--- src/rtl/uart_pkg.sv ---
// rtl/uart_pkg.sv - shared constants, FSM state type and error codes for the UART frame parser
package uart_pkg;

  localparam logic [7:0] SOF = 8'hA5;

  typedef enum logic [2:0] {
    HUNT,
    LEN,
    PAYLOAD,
    CHECK,
    DRAIN
  } state_t;

  localparam logic [2:0] ERR_NONE    = 3'd0;
  localparam logic [2:0] ERR_BADLEN  = 3'd1;
  localparam logic [2:0] ERR_CHKSUM  = 3'd2;
  localparam logic [2:0] ERR_OVERRUN = 3'd3;
  localparam logic [2:0] ERR_TIMEOUT = 3'd4;

endpackage

--- src/rtl/uart_frame_buf.sv ---
// rtl/uart_frame_buf.sv - payload store: one write port, one registered read port
module uart_frame_buf #(
  parameter int DEPTH = 16,
  parameter int AW    = 4
) (
  input  logic          clk,
  input  logic          rst_n,
  input  logic          wr_en,
  input  logic [AW-1:0] wr_addr,
  input  logic [7:0]    wr_data,
  input  logic          rd_en,
  input  logic [AW-1:0] rd_addr,
  output logic [7:0]    rd_data
);

  logic [7:0] mem [DEPTH];

  always_ff @(posedge clk) begin
    if (wr_en) begin
      mem[wr_addr] <= wr_data;
    end
  end

  // Read data only moves on rd_en, so it doubles as the held output byte.
  always_ff @(posedge clk) begin
    if (!rst_n) begin
      rd_data <= 8'h00;
    end else if (rd_en) begin
      rd_data <= mem[rd_addr];
    end
  end

endmodule

--- src/rtl/uart_frame_rx.sv ---
// rtl/uart_frame_rx.sv - byte-to-frame parser with checksum and buffered drain; UART_FRAME_TIMEOUT_EN adds an inter-byte timeout
module uart_frame_rx
  import uart_pkg::*;
#(
  parameter int MAX_LEN     = 16,
  parameter int TIMEOUT_CYC = 100_000
) (
  input  logic       clk,
  input  logic       rst_n,
  input  logic [7:0] rx_data,
  input  logic       rx_done,
  output logic [7:0] m_data,
  output logic       m_valid,
  input  logic       m_ready,
  output logic       m_last,
  output logic       frame_ok,
  output logic       frame_err,
  output logic [2:0] err_code
);

  localparam int LW = $clog2(MAX_LEN + 1);
  localparam int AW = (MAX_LEN > 1) ? $clog2(MAX_LEN) : 1;
  localparam logic [7:0] MAX_LEN_B = 8'(MAX_LEN);

  state_t state_q, state_d;

  logic          rx_done_q;
  logic          byte_stb;
  logic [LW-1:0] len;
  logic [LW-1:0] idx;
  logic [LW-1:0] rd_idx;
  logic [LW-1:0] rd_next;
  logic [7:0]    chk;
  logic          xfer;
  logic          tmo_hit;

  logic          load_len;
  logic          wr_en;
  logic          chk_ok;
  logic          advance;
  logic [2:0]    err_d;
  logic          rd_en;
  logic [AW-1:0] rd_addr;

  assign byte_stb = rx_done & ~rx_done_q;
  assign xfer     = m_valid & m_ready;
  assign rd_next  = rd_idx + LW'(1);
  assign rd_en    = chk_ok | advance;
  assign rd_addr  = chk_ok ? '0 : rd_next[AW-1:0];

  always_ff @(posedge clk) begin
    if (!rst_n) begin
      state_q <= HUNT;
    end else begin
      state_q <= state_d;
    end
  end

  always_comb begin
    state_d  = state_q;
    load_len = 1'b0;
    wr_en    = 1'b0;
    chk_ok   = 1'b0;
    advance  = 1'b0;
    err_d    = ERR_NONE;
    case (state_q)
      HUNT: begin
        if (byte_stb && rx_data == SOF) state_d = LEN;
      end
      LEN: begin
        if (byte_stb) begin
          if (rx_data == 8'h00 || rx_data > MAX_LEN_B) begin
            err_d   = ERR_BADLEN;
            state_d = HUNT;
          end else begin
            load_len = 1'b1;
            state_d  = PAYLOAD;
          end
        end
      end
      PAYLOAD: begin
        if (byte_stb) begin
          wr_en = 1'b1;
          if (idx + LW'(1) == len) state_d = CHECK;
        end
      end
      CHECK: begin
        if (byte_stb) begin
          if (rx_data == chk) begin
            chk_ok  = 1'b1;
            state_d = DRAIN;
          end else begin
            err_d   = ERR_CHKSUM;
            state_d = HUNT;
          end
        end
      end
      DRAIN: begin
        // Bytes arriving mid-drain are dropped; the drain itself is unaffected.
        if (byte_stb) err_d = ERR_OVERRUN;
        if (xfer) begin
          if (m_last) state_d = HUNT;
          else        advance = 1'b1;
        end
      end
      default: state_d = HUNT;
    endcase
    if (tmo_hit) begin
      err_d   = ERR_TIMEOUT;
      state_d = HUNT;
    end
  end

  always_ff @(posedge clk) begin
    if (!rst_n) begin
      rx_done_q <= 1'b1;
      len       <= '0;
      idx       <= '0;
      rd_idx    <= '0;
      chk       <= 8'h00;
      m_valid   <= 1'b0;
      m_last    <= 1'b0;
      frame_ok  <= 1'b0;
      frame_err <= 1'b0;
      err_code  <= ERR_NONE;
    end else begin
      rx_done_q <= rx_done;
      frame_ok  <= chk_ok;
      frame_err <= (err_d != ERR_NONE);
      err_code  <= err_d;
      if (load_len) begin
        len <= rx_data[LW-1:0];
        chk <= rx_data;
        idx <= '0;
      end else if (wr_en) begin
        chk <= chk ^ rx_data;
        idx <= idx + LW'(1);
      end
      if (chk_ok) begin
        m_valid <= 1'b1;
        m_last  <= (len == LW'(1));
        rd_idx  <= '0;
      end else if (xfer && m_last) begin
        m_valid <= 1'b0;
        m_last  <= 1'b0;
      end else if (advance) begin
        rd_idx <= rd_next;
        m_last <= (rd_next + LW'(1) == len);
      end
    end
  end

`ifdef UART_FRAME_TIMEOUT_EN
  localparam int TW = $clog2(TIMEOUT_CYC + 1);
  logic [TW-1:0] tmo_cnt;
  logic          tmo_run;

  assign tmo_run = (state_q == LEN) || (state_q == PAYLOAD) || (state_q == CHECK);
  assign tmo_hit = tmo_run && !byte_stb && (tmo_cnt == TW'(TIMEOUT_CYC - 1));

  always_ff @(posedge clk) begin
    if (!rst_n) begin
      tmo_cnt <= '0;
    end else if (tmo_run && !byte_stb) begin
      tmo_cnt <= tmo_cnt + TW'(1);
    end else begin
      tmo_cnt <= '0;
    end
  end
`else
  assign tmo_hit = 1'b0;
`endif

  uart_frame_buf #(
    .DEPTH (MAX_LEN),
    .AW    (AW)
  ) u_buf (
    .clk     (clk),
    .rst_n   (rst_n),
    .wr_en   (wr_en),
    .wr_addr (idx[AW-1:0]),
    .wr_data (rx_data),
    .rd_en   (rd_en),
    .rd_addr (rd_addr),
    .rd_data (m_data)
  );

endmodule
--- config.mk ---
export PLATFORM = sky130hd
export DESIGN_NAME = uart_frame_rx
export DESIGN_NICKNAME = d
export VERILOG_FILES = /design/src/rtl/uart_pkg.sv /design/src/rtl/uart_frame_buf.sv /design/src/rtl/uart_frame_rx.sv
export SDC_FILE = /design/constraint.sdc
export NUM_CORES = 1
export LEC_CHECK = 0
export CORE_MARGIN = 8
export CORE_UTILIZATION = 63
export DETAILED_ROUTE_END_ITERATION = 7
export PLACE_DENSITY_LB_ADDON = 0.12
export SLEW_MARGIN = 20
export SYNTH_ARGS = -nofsm -noshare
export SYNTH_HDL_FRONTEND = slang
export SYNTH_HIERARCHICAL = 1
export SYNTH_SLANG_ARGS = --single-unit
--- constraint.sdc ---
create_clock -name clk -period 4.2 [get_ports clk]
set_input_delay 0.42 -clock clk [delete_from_list [all_inputs] [get_ports clk]]
set_output_delay 0.42 -clock clk [all_outputs]
set_load 0.05 [all_outputs]
# Yosys cells after proc, flatten, opt, wreduce, memory -nomap -nowiden
# Memory sizes are Yosys's and may differ from the RTL's. A register that Yosys moved wholly into a read port is not among the register bits.
# Index checks and enable logic that the tools add are counted.
[totals]
regBits = 34
mem_bits_rw = 128
input_bits = 12
output_inout_bits = 15
elab_cells = 90
memories = 1
[mem_list]
columns = ["name", "depth", "width", "rd", "rd_clocked_by_memory_dff", "write_ports", "line", "source"]
rows = [
  ["u_buf.mem", 16, 8, 1, 1, 1, "uart_frame_buf.sv:16", "logic [7:0] mem [DEPTH];"],
]
[classes]
add_sub_neg = 3
n_lt_le_gt_ge = 1
eq_ne = 16
n_mux = 37
bitwise_logic = 7
n_reduce_logical = 14
[ops]
columns = ["operator", "n"]
rows = [
  ["two-way mux 3 bit", 8],
  ["two-way mux 1 bit", 20],
  ["two-way mux 8 bit", 2],
  ["adder 5 x 1 -> 5 bit (second input constant)", 3],
  ["case mux 3 bit (5 select lines)", 1],
  ["!= test 2 bit (second input constant)", 7],
  ["== test 5 bit", 2],
  ["== test 8 bit", 1],
  ["== test 8 bit (second input constant)", 1],
  ["> comparator 8 x 5 -> 1 bit (second input constant)", 1],
  ["zero test 8 bit", 1],
  ["two-way mux 2 bit", 4],
  ["bitwise XOR 8 bit", 1],
  ["AND reduction 7 bit", 1],
  ["== test 3 x 2 -> 1 bit (second input constant)", 2],
  ["case mux 2 bit (3 select lines)", 1],
  ["nonzero test 3 bit", 2],
  ["== test 5 x 1 -> 1 bit (second input constant)", 1],
  ["two-way mux 4 bit", 1],
  ["nonzero test 2 bit", 2],
  ["OR reduction 2 bit", 2],
  ["== test 3 x 1 -> 1 bit (second input constant)", 1],
  ["== test 3 bit (second input constant)", 1],
  ["zero test 3 bit", 1],
  ["other kinds (7)", 11],
]

# Depth between registers and ports, before layout
[depth]
ltp_word = 6
depth_mapped = 12

# By module
# Netlist, hierarchy kept.
[by_module_without_submodules]
columns = ["module", "n_inst", "cells_per_inst", "area_each_um2"]
rows = [
  ["uart_frame_buf", 1, 318, 5351.4],
  ["uart_frame_rx", 1, 243, 2054.5],
]

# Worst setup path before layout
# Ideal clock, no wire load.
[synth_path]
kind = "register -> register"
start = "register state_q[1]"
end = "memory u_buf.mem[0][0] (enable)"
setup_time_ns = 0.383
arrival_time_ns = 2.184
setup_slack_ns = 1.633
path_stages_with_launch = 8
cell_sequence = "dfxtp_1 -> buf_4 -> or3b_4 -> nand2b_4 -> clkinv_2 -> buf_6 -> or3b_1 -> nor3_1"
[synth_between]
elab_chain_len = 4
[synth_lines]
columns = ["item", "line", "source"]
rows = [
  ["from (decl)", "uart_frame_rx.sv:25", "state_t state_q, state_d;"],
  ["from (signal assigned)", "uart_frame_rx.sv:55", "state_q <= state_d;"],
  ["== test 3 x 2 -> 1 bit", "uart_frame_rx.sv:66", "case (state_q)"],
  ["two-way mux 1 bit", "uart_frame_rx.sv:66", ""],
  ["via wr_en", "uart_frame_rx.sv:38", "logic wr_en;"],
  ["two-way mux 1 bit", "uart_frame_buf.sv:19", "if (wr_en) begin"],
  ["two-way mux 1 bit (not written as such)", "uart_frame_buf.sv:20", "mem[wr_addr] <= wr_data;"],
  ["to (decl)", "uart_frame_buf.sv:16", ""],
]
# The timed path passes the listed nets, and every way through them passes these cells.

# Worst setup path after layout
[layout_path]
start = "input port rx_data[7]"
end = "register u_buf.rd_data[3], read port of u_buf.mem"
[layout_between]
elab_chain_len = 5
elab_cells_between_ends = 6
cone_classes = "eq/ne: 1; mux: 4; bitwise: 1"
[layout_lines]
columns = ["item", "line", "source"]
rows = [
  ["from (decl)", "uart_frame_rx.sv:10", "input logic [7:0] rx_data,"],
  ["== test 8 bit", "uart_frame_rx.sv:89", "if (rx_data == chk) begin"],
  ["two-way mux 1 bit", "uart_frame_rx.sv:89", ""],
  ["two-way mux 1 bit", "uart_frame_rx.sv:88", "if (byte_stb) begin"],
  ["two-way mux 1 bit", "uart_frame_rx.sv:66", ""],
  ["two-way mux 4 bit", "uart_frame_rx.sv:49", "assign rd_addr = chk_ok ? '0 : rd_next[AW-1:0];"],
  ["via rd_addr[2]", "uart_frame_rx.sv:43", "logic [AW-1:0] rd_addr;"],
  ["to (decl)", "uart_frame_buf.sv:13", "output logic [7:0] rd_data"],
]
# The timed path passes the listed nets, and every way through them passes these cells.
# A chain may end at the register's enable or synchronous reset.

==> out/qor.yml <==
status:
  outcome: "complete, no violations"
placement:
  port_buffers: 25
  dp_hpwl_um: 10900
  gp_congestion: 0.886
clock_network:
  post_cts_buffers: 0
  clockBufferDepth: 2
  numCtsBuffers: 17
  cts-resized-gates: 0
  cts_root_buffer: "clkbuf_16"
  hold_buffers: 0
  clkTransAtPathRegs_ns: 0.06
  insertion_delay_ns: 0.42
  cts.sinks: 169
  cts_tree: "yes"
  htree_num_levels: 4
logic_synthesis:
  synth_top_area_share_pct: 51.9
  syn_inst: 561
  synthXorXnorAreaFrac_pct: 3.77
  synth.area.top_cells: "edfxtp_1, dfxtp_1, mux2i_1, nand3_1, a22oi_1"
  yosys-top-cells-count: "edfxtp_1, mux2i_1, nand2_1"
  synth_seq_area_share_pct: 63.0
  ys_ff_latch: 169
  synth.largest_area_cell: "edfxtp_1"
  synth_warnings: 6
  synth_top_family_by_area: "simple AND/OR/NAND/NOR gates"
  synthArstFlopShare_pct: 0
  synthesis.area_um2: 7410
  synth_edf_count: 128
  synth_simple_gate_area_share_pct: 12.9
  synth.net_count: 576
  synth.most_common_cell: "edfxtp_1"
  synthAdderAreaFrac_pct: 0.507
  ys_types: 63
  synthMuxAreaShare_pct: 9.46
  synthFlopType: "edfxtp_1"
  syn_avg_cell_area_um2: 13.2
  synth_compound_area_share_pct: 6.76
sta:
  tightest_slew_ns: 1.04
  slew_headroom_pct: 30.5
  skew_ns: 0.00622
  slew_violations: 0
  grt_setup_unrepaired: "no"
  fin_setup_tns_ns: 0
  fmax_ghz: 0.325
  hold_viol_final: 0
  setup_viol: 0
  post-route-period-util_pct: 73.4
  fin_crit_ns: 3.08
drt:
  vias: 4711
  dr.pass1.iters: 6
  drt-initial-drc-count: 511
  ant_nets: 0
  routed_wirelength_um: 16400
  wl_per_cell_um: 21.9
  drcViolationCount: 0
  via_per_inst: 6.30
pwr:
  p_leak_uw: 0.00268
  vdd_drop_max_mv: 0.317
  p_per_area_nw_per_um2: 406
finish:
  area.growth.synth_to_final_pct: 12.0
  drive_gt1_share_pct: 9.75
  n_antenna_cell: 0
  final_nets: 607
  postLayoutCoreUtil_pct: 72.4
hold_path:
  min_to: "u_buf/rd_data[6]$_SDFFE_PN0P_"
  hold_class: "reg2reg"
  whs_path_depth: 2
  min_from: "u_buf/rd_data[6]$_SDFFE_PN0P_"
global_route:
  grt_max_degree: 47
  first_global_vias: 4516
  grtUsageTotal_pct: 20.8
  antenna_found_initial: 0
  grt_overflow_total: 0
  grt_pass1_wl_um: 25000
floorplanning:
  core.rowCount: 39
  die_w_um: 124
  core_area_um2: 11500
  die-area_um2: 15500
  start_util_pct: 64.6
  io_pins: 27
  die_h_um: 124
worst_setup_path:
  r2r_slack_ns: 1.27
  cp-start-kind: "primary input"
  crit_family: "simple AND/OR/NAND/NOR gates"
  r2r-end: "u_buf/mem[1][6]$_DFFE_PP_"
  path_buf_inv: 2
  cp_slowest_stage_delay_ns: 0.64
  path_cells: "clkdlybuf4s50_1, xor2_1, nor4_1, nand2_1, nor2_2, nor2_4, buf_12, mux2i_1, a22oi_1, nand3_1, nand3_1"
  regToRegStartpoint: "state_q[1]$_SDFFE_PN0P_"
  required_ns: 4.50
  crit_slowest_cell: "clkdlybuf4s50_1"
  cp_data_arrival_time_ns: 3.38
  critPathKind: "in2reg"
  path_common_cell: "nand3_1"
  end_kind: "flip-flop"
  path_max_fanout: 46
  r2r_cells: 5
job:
  drv_cap: 0
[worst max path at each step]
stage / startpoint / end / cells after the start
6_report: rx_data[7] / u_buf/rd_data[3]$_SDFFE_PN0P_ / 11
5_1_grt: rx_data[7] / u_buf/rd_data[6]$_SDFFE_PN0P_ / 11
4_1_cts: rx_data[7] / u_buf/rd_data[3]$_SDFFE_PN0P_ / 11
3_5_place_dp: rx_data[7] / u_buf/rd_data[3]$_SDFFE_PN0P_ / 11
3_3_place_gp: rx_data[7] / u_buf/rd_data[3]$_SDFFE_PN0P_ / 11
2_1_floorplan: state_q[1]$_SDFFE_PN0P_ / u_buf/mem[0][0]$_DFFE_PP_ / 7
[layer usage]
| layer | track usage [%] | routed length, um | vias to the layer above | part of all wire (%) |
|---|---|---|---|---|
| li1 | - | - | 2157 | - |
| met1 | 26.4 | 6900 | 2289 | 42 |
| met2 | 33.1 | 7780 | 227 | 48 |
| met3 | 4.85 | 1160 | 38 | 7.1 |
| met4 | 9.43 | 514 | 0 | 3.1 |
| met5 | 0 | 0 | - | 0 |
[per-stage QoR]
stage               total power [uW]  worst slack [ns]  cells  instance area, um^2  hold WS, ns
floorplan                       1860              1.63    561                 7410        0.466
global placement                1900             0.796    716                 7730        0.451
detailed placement              1910             0.709    716                 7730        0.465
CTS                             3380              1.13    748                 8300        0.478
global route                    3440             0.985    748                 8300        0.506
finish                          3370              1.12    748                 8300        0.482
[report_power, final]
part / switching [uW] / internal [uW] / total (uW)
combinational: 52.0 / 23.0 / 75.0
clock: 581 / 919 / 1500
sequential: 1.28 / 1800 / 1800
total: 634 / 2740 / 3370
[worst min-delay path: cells and delay by family (launching register included)]
kind / cells / cell delay, ns
flip-flops: 1 / 0.32
AND/OR/NAND/NOR: 2 / 0.11
[logic make-up after synthesis]
family | count (synthesis)
XOR/XNOR | 31
other | 1
AO/OA/AOI/OAI | 73
AND/OR/NAND/NOR | 180
buffers and inverters | 34
adder cells (fa/ha/maj) | 3
flip-flops | 169
multiplexers | 70
[flip-flops by register name, summed over array words and instances, names as in the netlist]
signal,flops
u_buf/mem,128
chk,8
u_buf/rd_data,8
idx,5
len,5
rd_idx,5
state_q,3
err_code,2
frame_err,1
frame_ok,1
m_last,1
m_valid,1
rx_done_q,1
[layout make-up]
cell class / count / area (um^2)
inverters: 4 / 16.3
multi-input cells: 358 / 2480
flip-flops and latches: 169 / 4660
fillers: 740 / 3170
well taps: 143 / 179
clock inverters: 5 / 72.6
repair buffers: 42 / 390
clock buffers: 27 / 493
[cells in the final DEF, fill, tap and decap left out, types with 17 or more instances in the layout]
cell               n
dfxtp_1           41
a22oi_1           24
xor2_1            18
clkbuf_16         17
nand2_1           48
clkdlybuf4s50_1   25
edfxtp_1         128
nor2_1            30
mux2i_1           70
nand3_1           42
(Power assumes the default switching activity.)
